`src/rtl/legv8_pkg.sv`:
```
// LEGv8 instruction-format enum, field geometry, opcode table and immediate range helpers.
// Also provides the default address width macro WORD when the build does not set one.
`ifndef WORD
`define WORD 32
`endif

package legv8_pkg;

    typedef enum logic [2:0] {
        FMT_R  = 3'd0,
        FMT_I  = 3'd1,
        FMT_D  = 3'd2,
        FMT_B  = 3'd3,
        FMT_CB = 3'd4,
        FMT_IW = 3'd5
    } fmt_e;

    localparam int OP_W     = 11;
    localparam int REG_W    = 5;
    localparam int SHAMT_W  = 6;
    localparam int IMM_W    = 32;
    localparam int INSTR_W  = 32;

    localparam int I_IMM_W  = 12;
    localparam int D_IMM_W  = 9;
    localparam int B_IMM_W  = 26;
    localparam int CB_IMM_W = 19;
    localparam int IW_IMM_W = 16;

    localparam int RM_LSB     = 16;
    localparam int SHAMT_LSB  = 10;
    localparam int RN_LSB     = 5;
    localparam int I_IMM_LSB  = 10;
    localparam int D_IMM_LSB  = 12;
    localparam int CB_IMM_LSB = 5;
    localparam int IW_IMM_LSB = 5;

    localparam logic [OP_W-1:0] OP_LDUR = 11'h7C2;
    localparam logic [OP_W-1:0] OP_STUR = 11'h7C0;
    localparam logic [OP_W-1:0] OP_ADD  = 11'h458;
    localparam logic [OP_W-1:0] OP_SUB  = 11'h658;
    localparam logic [OP_W-1:0] OP_AND  = 11'h450;
    localparam logic [OP_W-1:0] OP_ORR  = 11'h550;
    localparam logic [OP_W-1:0] OP_B    = 11'h0A0;
    localparam logic [OP_W-1:0] OP_CBZ  = 11'h5A0;

    // True when v, read as two's complement, fits a w-bit signed field.
    function automatic logic fits_signed(input logic [IMM_W-1:0] v, input int w);
        logic signed [IMM_W-1:0] t;
        t = $signed(v) >>> (w - 1);
        return (t == '0) || (t == '1);
    endfunction

    function automatic logic fits_unsigned(input logic [IMM_W-1:0] v, input int w);
        return (v >> w) == '0;
    endfunction

endpackage

```
`src/rtl/instr_field_pack.sv`:
```
// Combinational LEGv8 field packer: format + fields -> 32-bit word and range error.
// Range checking exists only when INSTR_ENC_CHECK_EN is defined; otherwise fields truncate.
module instr_field_pack
    import legv8_pkg::*;
(
    input  logic [2:0]         fmt_i,
    input  logic [OP_W-1:0]    opcode_i,
    input  logic [REG_W-1:0]   rd_i,
    input  logic [REG_W-1:0]   rn_i,
    input  logic [REG_W-1:0]   rm_i,
    input  logic [SHAMT_W-1:0] shamt_i,
    input  logic [IMM_W-1:0]   imm_i,
    output logic [INSTR_W-1:0] word_o,
    output logic               range_err_o
);

    logic unused_imm_hi;
    assign unused_imm_hi = ^imm_i[IMM_W-1:B_IMM_W];

    always_comb begin
        word_o = '0;
        case (fmt_i)
            FMT_I:   word_o = {opcode_i[10:1], imm_i[I_IMM_W-1:0], rn_i, rd_i};
            FMT_D:   word_o = {opcode_i, imm_i[D_IMM_W-1:0], 2'b00, rn_i, rd_i};
            FMT_B:   word_o = {opcode_i[10:5], imm_i[B_IMM_W-1:0]};
            FMT_CB:  word_o = {opcode_i[10:3], imm_i[CB_IMM_W-1:0], rd_i};
            FMT_IW:  word_o = {opcode_i, imm_i[IW_IMM_W-1:0], rd_i};
            // R, and the illegal codes when unchecked
            default: word_o = {opcode_i, rm_i, shamt_i, rn_i, rd_i};
        endcase
    end

`ifdef INSTR_ENC_CHECK_EN
    always_comb begin
        range_err_o = 1'b0;
        case (fmt_i)
            FMT_R:   range_err_o = 1'b0;
            FMT_I:   range_err_o = !fits_unsigned(imm_i, I_IMM_W);
            FMT_D:   range_err_o = !fits_signed(imm_i, D_IMM_W);
            FMT_B:   range_err_o = !fits_signed(imm_i, B_IMM_W);
            FMT_CB:  range_err_o = !fits_signed(imm_i, CB_IMM_W);
            FMT_IW:  range_err_o = !fits_unsigned(imm_i, IW_IMM_W);
            default: range_err_o = 1'b1;
        endcase
    end
`else
    assign range_err_o = 1'b0;
`endif

endmodule

```
`src/rtl/instr_encoder.sv`:
```
// LEGv8 encoder: two-stage valid/ready pipeline, 2-cycle latency, 1 word/cycle; stalls hold out_*.
// INSTR_ENC_CHECK_EN enables range rejection with err pulse and err_count.
module instr_encoder
    import legv8_pkg::*;
#(
    parameter logic [`WORD-1:0] BASE_ADDR = '0,
    parameter int               CNT_W     = 16
) (
    input  logic               clk,
    input  logic               reset,
    input  logic               in_valid,
    output logic               in_ready,
    input  logic [2:0]         in_fmt,
    input  logic [OP_W-1:0]    in_opcode,
    input  logic [REG_W-1:0]   in_rd,
    input  logic [REG_W-1:0]   in_rn,
    input  logic [REG_W-1:0]   in_rm,
    input  logic [SHAMT_W-1:0] in_shamt,
    input  logic [IMM_W-1:0]   in_imm,
    output logic               out_valid,
    input  logic               out_ready,
    output logic [INSTR_W-1:0] out_instr,
    output logic [`WORD-1:0]   out_addr,
    output logic [CNT_W-1:0]   out_count,
    output logic               err,
    output logic [7:0]         err_count
);

    logic [INSTR_W-1:0] enc_word;
    logic               enc_err;

    instr_field_pack u_pack (
        .fmt_i       (in_fmt),
        .opcode_i    (in_opcode),
        .rd_i        (in_rd),
        .rn_i        (in_rn),
        .rm_i        (in_rm),
        .shamt_i     (in_shamt),
        .imm_i       (in_imm),
        .word_o      (enc_word),
        .range_err_o (enc_err)
    );

    logic               s1_valid_q, s1_valid_d;
    logic [INSTR_W-1:0] s1_instr_q, s1_instr_d;
    logic               s2_valid_q, s2_valid_d;
    logic [INSTR_W-1:0] s2_instr_q, s2_instr_d;
    logic [`WORD-1:0]   addr_q, addr_d;
    logic [CNT_W-1:0]   count_q, count_d;
    logic               err_q, err_d;
    logic [7:0]         err_cnt_q, err_cnt_d;

    logic out_fire, s1_adv, in_fire;

    assign out_fire = s2_valid_q & out_ready;
    assign s1_adv   = !s2_valid_q | out_fire;
    assign in_ready = !s1_valid_q | s1_adv;
    assign in_fire  = in_valid & in_ready;

    always_comb begin
        s1_valid_d = s1_valid_q;
        s1_instr_d = s1_instr_q;
        s2_valid_d = s2_valid_q;
        s2_instr_d = s2_instr_q;
        addr_d     = addr_q;
        count_d    = count_q;
        err_d      = 1'b0;
        err_cnt_d  = err_cnt_q;

        if (s1_adv) begin
            s2_valid_d = s1_valid_q;
            if (s1_valid_q) s2_instr_d = s1_instr_q;
            s1_valid_d = 1'b0;
        end

        // Rejected words never enter stage 1, so they consume no address.
        if (in_fire) begin
            if (enc_err) begin
                err_d = 1'b1;
                if (err_cnt_q != 8'hFF) err_cnt_d = err_cnt_q + 8'd1;
            end else begin
                s1_valid_d = 1'b1;
                s1_instr_d = enc_word;
            end
        end

        if (out_fire) begin
            addr_d = addr_q + `WORD'(4);
            if (count_q != '1) count_d = count_q + CNT_W'(1);
        end
    end

    always_ff @(posedge clk) begin
        if (reset) begin
            s1_valid_q <= 1'b0;
            s1_instr_q <= '0;
            s2_valid_q <= 1'b0;
            s2_instr_q <= '0;
            addr_q     <= BASE_ADDR;
            count_q    <= '0;
            err_q      <= 1'b0;
            err_cnt_q  <= '0;
        end else begin
            s1_valid_q <= s1_valid_d;
            s1_instr_q <= s1_instr_d;
            s2_valid_q <= s2_valid_d;
            s2_instr_q <= s2_instr_d;
            addr_q     <= addr_d;
            count_q    <= count_d;
            err_q      <= err_d;
            err_cnt_q  <= err_cnt_d;
        end
    end

    assign out_valid = s2_valid_q;
    assign out_instr = s2_instr_q;
    assign out_addr  = addr_q;
    assign out_count = count_q;
    assign err       = err_q;
    assign err_count = err_cnt_q;

endmodule

```
`config.mk`:
```
export PLATFORM = sky130hd
export DESIGN_NAME = instr_encoder
export DESIGN_NICKNAME = d
export VERILOG_FILES = /design/src/rtl/legv8_pkg.sv /design/src/rtl/instr_field_pack.sv /design/src/rtl/instr_encoder.sv
export SDC_FILE = /design/constraint.sdc
export NUM_CORES = 1
export LEC_CHECK = 0
export CELL_PAD_IN_SITES_DETAIL_PLACEMENT = 1
export CELL_PAD_IN_SITES_GLOBAL_PLACEMENT = 1
export CORE_MARGIN = 2
export CORE_UTILIZATION = 32
export DETAILED_ROUTE_END_ITERATION = 8
export PLACE_DENSITY = 0.82
export SLEW_MARGIN = 30
export SYNTH_ARGS = -nofsm -noshare
export SYNTH_HDL_FRONTEND = slang
export SYNTH_HIERARCHICAL = 1
export SYNTH_SLANG_ARGS = --single-unit
```
`constraint.sdc`:
```
create_clock -name clk -period 1.8 [get_ports clk]
set_input_delay 0.45 -clock clk [delete_from_list [all_inputs] [get_ports clk]]
set_output_delay 0.45 -clock clk [all_outputs]
set_load 0.02 [all_outputs]
```
# Word level (Yosys, flattened, before mapping)
# Cells that the tools add are included.
[word_totals]
input_bits = 71
wordCells = 26
register_bits = 114
output_inout_bits = 91
[op_classes]
n_reduce_logical = 5
bitwise = 4
mux = 3
n_eq_ne = 6
addsub = 2
[ops]
columns = ["cell", "count"]
rows = [
  ["$pmux 26 s5", 1],
  ["$add 32x3->32 const B", 1],
  ["$add 16x1->16 const B", 1],
  ["$ne 16x16->1 const B", 1],
  ["$eq 3x2->1 const B", 2],
  ["$eq 3x3->1 const B", 2],
  ["$reduce_and 2->1", 2],
  ["$eq 3x1->1 const B", 1],
  ["$and 1x1->1", 2],
  ["$logic_not 1->1", 2],
  ["$mux 1", 2],
  ["$or 1x1->1", 2],
  ["$reduce_bool 2->1", 1],
]

# Longest topological paths before layout
# Gate-level depths: netlist (run 1).
[depth]
ltp_word = 5
ltp_mapped = 7

# By module
# The synthesis (run 1) kept the hierarchy.
[by_module_without_submodules]
columns = ["module", "instances", "cells_per_inst", "seq_area_each_um2", "area_per_inst_um2"]
rows = [
  ["instr_encoder", 1, 607, 2422.3, 4946.0],
  ["instr_field_pack", 1, 126, 0.0, 1029.7],
]

# Least setup slack after synthesis (run 1)
# Ideal clock, no wire load.
[synth_path]
path_kind = "register -> register"
start = "register count_q[0], in the netlist out_count[0]"
end = "register count_q[14], in the netlist out_count[14]"
path_slack_ps = -263
setup_ps = 121
arrival_ps = 1942
stages_incl_launch_ff = 7
synth_period_minus_slack_ps = 2063
cell_sequence = "dfxtp_1 -> ha_1 -> nand3_1 -> or3_1 -> clkbuf_1 -> nor4_1 -> mux2_2"
[synth_via]
elab_chain_len = 2
[synth_rtl]
columns = ["element", "line_no", "source"]
rows = [
  ["start, declared", "instr_encoder.sv:49", "logic [CNT_W-1:0] count_q, count_d;"],
  ["start signal, assigned", "instr_encoder.sv:109", "count_q <= count_d;"],
  ["parallel branches: the longest is 2 deep, another holds $add 16x1->16", "n/a", ""],
]
# Parallel ways; which one is timed is not known.
# A chain may end at the register's enable or synchronous reset.

# Worst setup path in the final report (run 1)
[layout_path]
start = "register addr_q[9], in the netlist out_addr[9]"
end = "register addr_q[21], in the netlist out_addr[21]"
[layout_via]
elab_chain_len = 1
[layout_rtl]
columns = ["element", "line_no", "source"]
rows = [
  ["start, declared", "instr_encoder.sv:48", "logic [`WORD-1:0] addr_q, addr_d;"],
  ["start signal, assigned", "instr_encoder.sv:108", "addr_q <= addr_d;"],
  ["$add 32x3->32", "instr_encoder.sv:88", "addr_d = addr_q + `WORD'(4);"],
]
# Every way passes these cells.

==> results.json, run 1 <==
{
  "outcome": "completed",
  "swShare_pct": 24.6,
  "num_vias": 6172,
  "multi_input_area_sq_um": 3350,
  "ir_drop_mv": 0.622,
  "r2r_start": "out_addr[9]",
  "finalPower_mw": 6.90,
  "clock-sinks": 121,
  "synth_edf_count": 0,
  "core_area_sq_um": 18100,
  "viasPerCell": 5.17,
  "drive_above_1_share_pct": 21.0,
  "hold_start": "reset",
  "avgSynthCellArea_sq_um": 8.15,
  "rows": 49,
  "preCtsSetupSlack_ns": -0.657,
  "final_common_cell": "nand2_1",
  "cts-root-buf": "clkbuf_16",
  "min_path_type": "input port to register",
  "async_flop_share_pct": 0,
  "grt_pass1_vias": 6378,
  "fillers": 2191,
  "crit_start": "out_addr[9]",
  "synth_warnings": 6,
  "hold_viol_final": 0,
  "grt_max_degree": 58,
  "setup_violations": 0,
  "ctsHoldBuffers": 0,
  "min_period_ns": 1.76,
  "cts_made_buffers": 17,
  "seq_power_share_pct": 40.0,
  "cp-start-kind": "register",
  "final_cell_mix": "nand2_1 (154), dfxtp_1 (100), a21oi_1 (99), buf_4 (92), dlygate4sd2_1 (87)",
  "drtAntennaViolNets": 0,
  "wire_per_inst_microns": 17.2,
  "drcViolationCount": 0,
  "seq_area_frac_synth_pct": 40.5,
  "critPathRequiredTime_ns": 2.15,
  "die_area_sq_um": 19800,
  "antenna_found_initial": 1,
  "drtIter0Drc": 264,
  "p_comb_share_pct": 10.3,
  "cp_max_fo": 8,
  "p_per_area_nw_per_um2": 766,
  "critPathCaptureType": "register",
  "die_h_microns": 141,
  "p_switching_mw": 1.70,
  "drtPass1Iterations": 4,
  "grt_first_pass_wirelength_mm": 33.3,
  "worst_pin_slew_ns": 0.730,
  "path_clk_slew_ns": 0.07,
  "nets": 1025,
  "synth_ff_type": "dfxtp_1",
  "cts_buffer_depth": 2,
  "insertion_delay_ns": 0.42,
  "rsz0062_at_grt": "false",
  "syn_area_sq_um": 5980,
  "synth_cells": 733,
  "routed_wirelength_mm": 20.5,
  "fin_crit_sh_pct": 97.8,
  "relSlewSlack_pct": 51.3,
  "die_x_microns": 141,
  "power_frac_clock_pct": 49.7,
  "timing.fmax_mhz": 568,
  "gp_congestion": 0.846,
  "crit_type": "register to register",
  "grt_overflow_total": 0,
  "cts_tree": "done",
  "power_leakage_nw": 3.71,
  "crit_arrival_ns": 2.11,
  "cts_max_level": 4,
  "synth.distinct_cells": 50,
  "report.final.slew_viol_count": 0,
  "synth_seq_cells": 121,
  "io-pin-count": 162,
  "place.port_buffers": 153,
  "internal_power_mw": 5.21,
  "initial_utilization_pct": 32.9,
  "drv_cap": 0,
  "regArea_sq_um": 2460,
  "area_growth_pct": 50.9,
  "hpwl_mm": 14.6,
  "setup_slack_ns": 0.0388,
  "fin_skew_ns": 0.0139,
  "grt_use_total_pct": 20.8
}
power by group through the flow:
stage | sequential, mW | clock (mW) | combinational (mW)
2_1_floorplan | 2.83 | 0 | 0.355
3_3_place_gp | 2.82 | 0 | 0.702
3_5_place_dp | 2.82 | 0 | 0.716
4_1_cts | 2.76 | 3.51 | 0.711
5_1_grt | 2.77 | 3.63 | 0.774
6_report | 2.76 | 3.43 | 0.712
timing repair:
item / 4_1_cts / 5_1_grt
cloned: 1 / 0
endpoints found under the setup margin: 114 / 21
resized for setup: 100 / 23
pin swaps: 2 / 9
hold endpoints to repair: 0 / 0
setup buffers: 3 / 1
worst max-delay path, cell delays in order (launching register included):
cell,delay [ns]
dfxtp_2,0.36
nand4_4,0.11
or3_4,0.46
buf_4,0.18
or4_1,0.41
a21oi_1,0.17
Yosys cell counts, drive strengths merged, types with 3 or more instances:
cell / count / area [sq um]
mux2i: 26 / 260
o21ai: 13 / 65.1
mux2: 15 / 169
xor2: 7 / 61.3
nand3b: 6 / 57.6
nor2b: 22 / 138
dfxtp: 121 / 2420
and3: 4 / 25.0
inv: 9 / 33.8
buf: 25 / 220
or4: 17 / 128
o31ai: 17 / 128
nand2: 156 / 586
xnor2: 7 / 61.3
or3: 13 / 81.3
nand2b: 5 / 31.3
clkbuf: 32 / 124
and4: 6 / 52.6
a221oi: 9 / 85.1
ha: 3 / 37.5
nor4: 8 / 50.1
nor3: 8 / 40.0
nor2: 29 / 111
a211oi: 17 / 128
nand4: 14 / 93.8
a21oi: 102 / 510
nand3: 21 / 105
and2: 5 / 31.3
final timing paths:
path                       end  slack [ns]  cells after the start
setup / recovery  out_addr[21]        0.04                      5
hold / removal    out_count[1]        0.44                      2
setup reg to reg  out_addr[21]        0.04                      5
hold reg to reg   out_instr[2]        0.45                      2
registers in the layout, summed over array words and instances, names as in the netlist:
signal,cells
err_count,8
out_valid,1
out_addr,30
out_instr,32
s1_valid_q,1
s1_instr_q,32
err,1
out_count,16
layer usage:
| layer | share of wire, % | vias to the layer above | wire (microns) | global-route usage [%] |
|---|---|---|---|---|
| met4 | 1.4 | 0 | 294 | 6.11 |
| met3 | 3.6 | 17 | 732 | 4.48 |
| met1 | 44 | 2991 | 9070 | 25.7 |
| met2 | 51 | 122 | 10400 | 36.3 |
| met5 | 0 | - | 0 | 0 |
| li1 | - | 3042 | - | - |
per-stage QoR:
step	std cells	util [%]	hold slack (ns)	area (sq um)	setup TNS [ns]
after floorplan	734	-	0.432	6090	-0.0318
after global placement	1156	46.1	0.439	8370	-28.64
after detailed placement	1156	46.1	0.447	8370	-32.29
after CTS	1192	49.1	0.418	8920	0
after global routing	1193	49.7	0.448	9010	0
final	1194	49.7	0.437	9010	0
logic make-up (layout without fill, tap and decap cells):
kind of cell / after synthesis / in the layout / share of synthesized area [%]
buffers and inverters: 66 / 295 / 6.32
XOR/XNOR: 14 / 14 / 2.05
AND/OR/NAND/NOR: 318 / 319 / 26.2
other: 2 / 4 / 0.126
AO/OA/AOI/OAI: 168 / 168 / 17.0
multiplexers: 41 / 41 / 7.18
adder cells (fa/ha/maj): 3 / 3 / 0.628
flip-flops: 121 / 121 / 40.5
layout make-up:
type                    count  area share [%]
multi-input cells         548            37.2
flip-flops and latches    121            27.3
repair buffers            254            25.4
clock buffers              19            5.02
well taps                 229            3.18
clock inverters            13            1.58
inverters                   9           0.375
diodes                      1          0.0278
Note: power is estimated with default switching activity, not from simulation.
==> run 2: changes to the inputs <==
==> constraint.sdc (replaced) <==
create_clock -name clk -period 1.8 [get_ports clk]
set_input_delay 0.45 -clock clk [delete_from_list [all_inputs] [get_ports clk]]
set_output_delay 0.45 -clock clk [all_outputs]
set_load 0.005 [all_outputs]
==> run 2 against run 1 <==
Effect of this change:
- hold slack got worse by 0.0019 ns
- combinational power up 6.9%
- critical path type unchanged
- register-to-register slack got worse by 0.16 ns
- clock skew shrank 0.0037 ns
- non-clock buffer count grew 44
- critical path depth rose by 1
- worst setup slack worse by 0.16 ns
- the flow now finishes with violations (negative setup slack)
- sequential power about the same
- highest routed layer unchanged
- largest cell class unchanged
- sequential share of layout area down 1.6 points
- clock-buffer cell count increased by 3
- first-iteration DRC count is 48% higher
- maximum frequency decreased by 8.4%
==> results.json, run 2 (synthesized netlist as in run 1, its figures left out) <==
{
  "drtIter0Drc": 392,
  "fin_crit_sh_pct": 107,
  "reg2reg_to": "out_addr[29]",
  "io-pin-count": 162,
  "stdcell_count": 1237,
  "grt_use_total_pct": 22.3,
  "grt_pass1_vias": 6698,
  "cts-root-buf": "clkbuf_16",
  "wl_met1_mm": 10.1,
  "wl_met3_mm": 1.08,
  "ir_drop_mv": 0.775,
  "min_period_ns": 1.92,
  "wire_per_inst_microns": 19.7,
  "rsz0062_at_grt": "true",
  "rrSetupSlack_ns": -0.12,
  "antenna_found_initial": 1,
  "die_area_sq_um": 19800,
  "crit_arrival_ns": 2.26,
  "num_vias": 6618,
  "placedCellCount": 1172,
  "drtPass1Iterations": 4,
  "violations": "negative setup slack",
  "cts_max_level": 4,
  "cts_buffer_depth": 2,
  "gp_congestion": 0.831,
  "fin_skew_ns": 0.0102,
  "cp_max_fo": 7,
  "final_cell_mix": "nand2_1 (152), buf_4 (116), clkdlybuf4s50_1 (112), a21oi_1 (94), dfxtp_1 (79)",
  "drtAntennaViolNets": 0,
  "maxUsedRoutingLayer": "met4",
  "power_leakage_nw": 3.84,
  "critPathCaptureType": "register",
  "grt_overflow_total": 0,
  "outcome": "complete, but fails checks",
  "clock-sinks": 121,
  "worst_pin_slew_ns": 0.768,
  "preCtsSetupSlack_ns": -0.576,
  "core_area_sq_um": 18100,
  "drv_cap": 0,
  "place.port_buffers": 153,
  "nets": 1069,
  "routed_wirelength_mm": 24.4,
  "grt_first_pass_wirelength_mm": 35.1,
  "hold_depth": 2,
  "hold_viol_final": 0,
  "die_h_microns": 141,
  "wl_met2_mm": 12.4,
  "r2r_start": "out_valid",
  "placed_area_sq_um": 8480,
  "critPathRequiredTime_ns": 2.14,
  "path_clk_slew_ns": 0.06,
  "final_common_cell": "nand2_1",
  "cts_made_buffers": 17,
  "report.final.slew_viol_count": 0,
  "drive_above_1_share_pct": 28.0,
  "finish.utilization_pct": 53.5,
  "cp-start-kind": "register",
  "r2r_cells": 6,
  "insertion_delay_ns": 0.42,
  "crit_type": "register to register",
  "rows": 49,
  "min_path_type": "input port to register",
  "fillers": 2106,
  "drcViolationCount": 0,
  "timing.fmax_mhz": 520,
  "area_growth_pct": 62.6,
  "viasPerCell": 5.35,
  "setup_slack_ns": -0.123,
  "multi_input_area_sq_um": 3490,
  "setup_violations": 15,
  "hpwl_mm": 15.0,
  "p_per_area_nw_per_um2": 730,
  "regArea_sq_um": 2490,
  "hold_start": "reset",
  "grt_max_degree": 53,
  "relSlewSlack_pct": 48.8,
  "die_x_microns": 141,
  "final_cell_area_sq_um": 9720,
  "holdPathEnd": "out_count[9]",
  "initial_utilization_pct": 32.9,
  "cts_tree": "done",
  "fin_setup_tns_ns": -0.568
}
run 2: cell count changes in the layout (fill, tap and decap cells not counted), moves of 5 or more:
cell | previous run | this run
clkdlybuf4s50_1 | 61 | 112
buf_4 | 92 | 116
a21oi_2 | 3 | 8
a21oi_1 | 99 | 94
buf_6 | 2 | 17
dfxtp_2 | 17 | 35
dfxtp_1 | 100 | 79
dlygate4sd2_1 | 87 | 36
run 2: worst max path at each step:
stage | end | slack (ns) | cells after the start | startpoint
after floorplan | out_addr[27] | 0.02 | 4 | out_ready
after global placement | out_count[10] | -0.50 | 6 | out_ready
after detailed placement | out_addr[29] | -0.58 | 7 | out_ready
after CTS | out_count[1] | -0.02 | 7 | out_count[1]
after global routing | out_addr[29] | -0.18 | 6 | out_valid
final | out_addr[29] | -0.12 | 6 | out_valid
run 2: repair_timing:
action                                  CTS  global route
resized for setup                        82            75
pin swaps                                 9            24
buffers inserted                         16            14
hold buffers                              0             0
endpoints found under the setup margin   69            59
gates cloned                              1             3
run 2: cell type report:
cell class / count / area share, %
clock inverters: 9 / 1.52
diodes: 1 / 0.0258
repair buffers: 298 / 28.9
clock buffers: 22 / 4.67
flip-flops and latches: 121 / 25.7
well taps: 229 / 2.95
multi-input cells: 548 / 35.9
inverters: 9 / 0.348
run 2: critical path, stage by stage, from the launching register on:
cell	delay (ns)
dfxtp_2	0.36
buf_6	0.13
and4_4	0.21
nand4_1	0.20
buf_6	0.22
or4_4	0.53
a21oi_2	0.17
run 2: layer usage:
metal  track usage, %  vias to the layer above
li1                 -                     3138
met1             26.7                     3234
met2             39.5                      190
met3             4.52                       56
met4             8.42                        0
met5                0                        -
run 2: metrics by stage:
step	total power [mW]	hold slack (ns)
2_1_floorplan	3.17	0.432
3_3_place_gp	3.52	0.436
3_5_place_dp	3.54	0.447
4_1_cts	7.08	0.413
5_1_grt	7.33	0.452
6_report	7.09	0.435
run 2: where the power goes:
group	leakage [nW]	switching (mW)	internal, mW
sequential	1.00	0.0337	2.73
combinational	2.54	0.366	0.396
clock	0.294	1.23	2.34
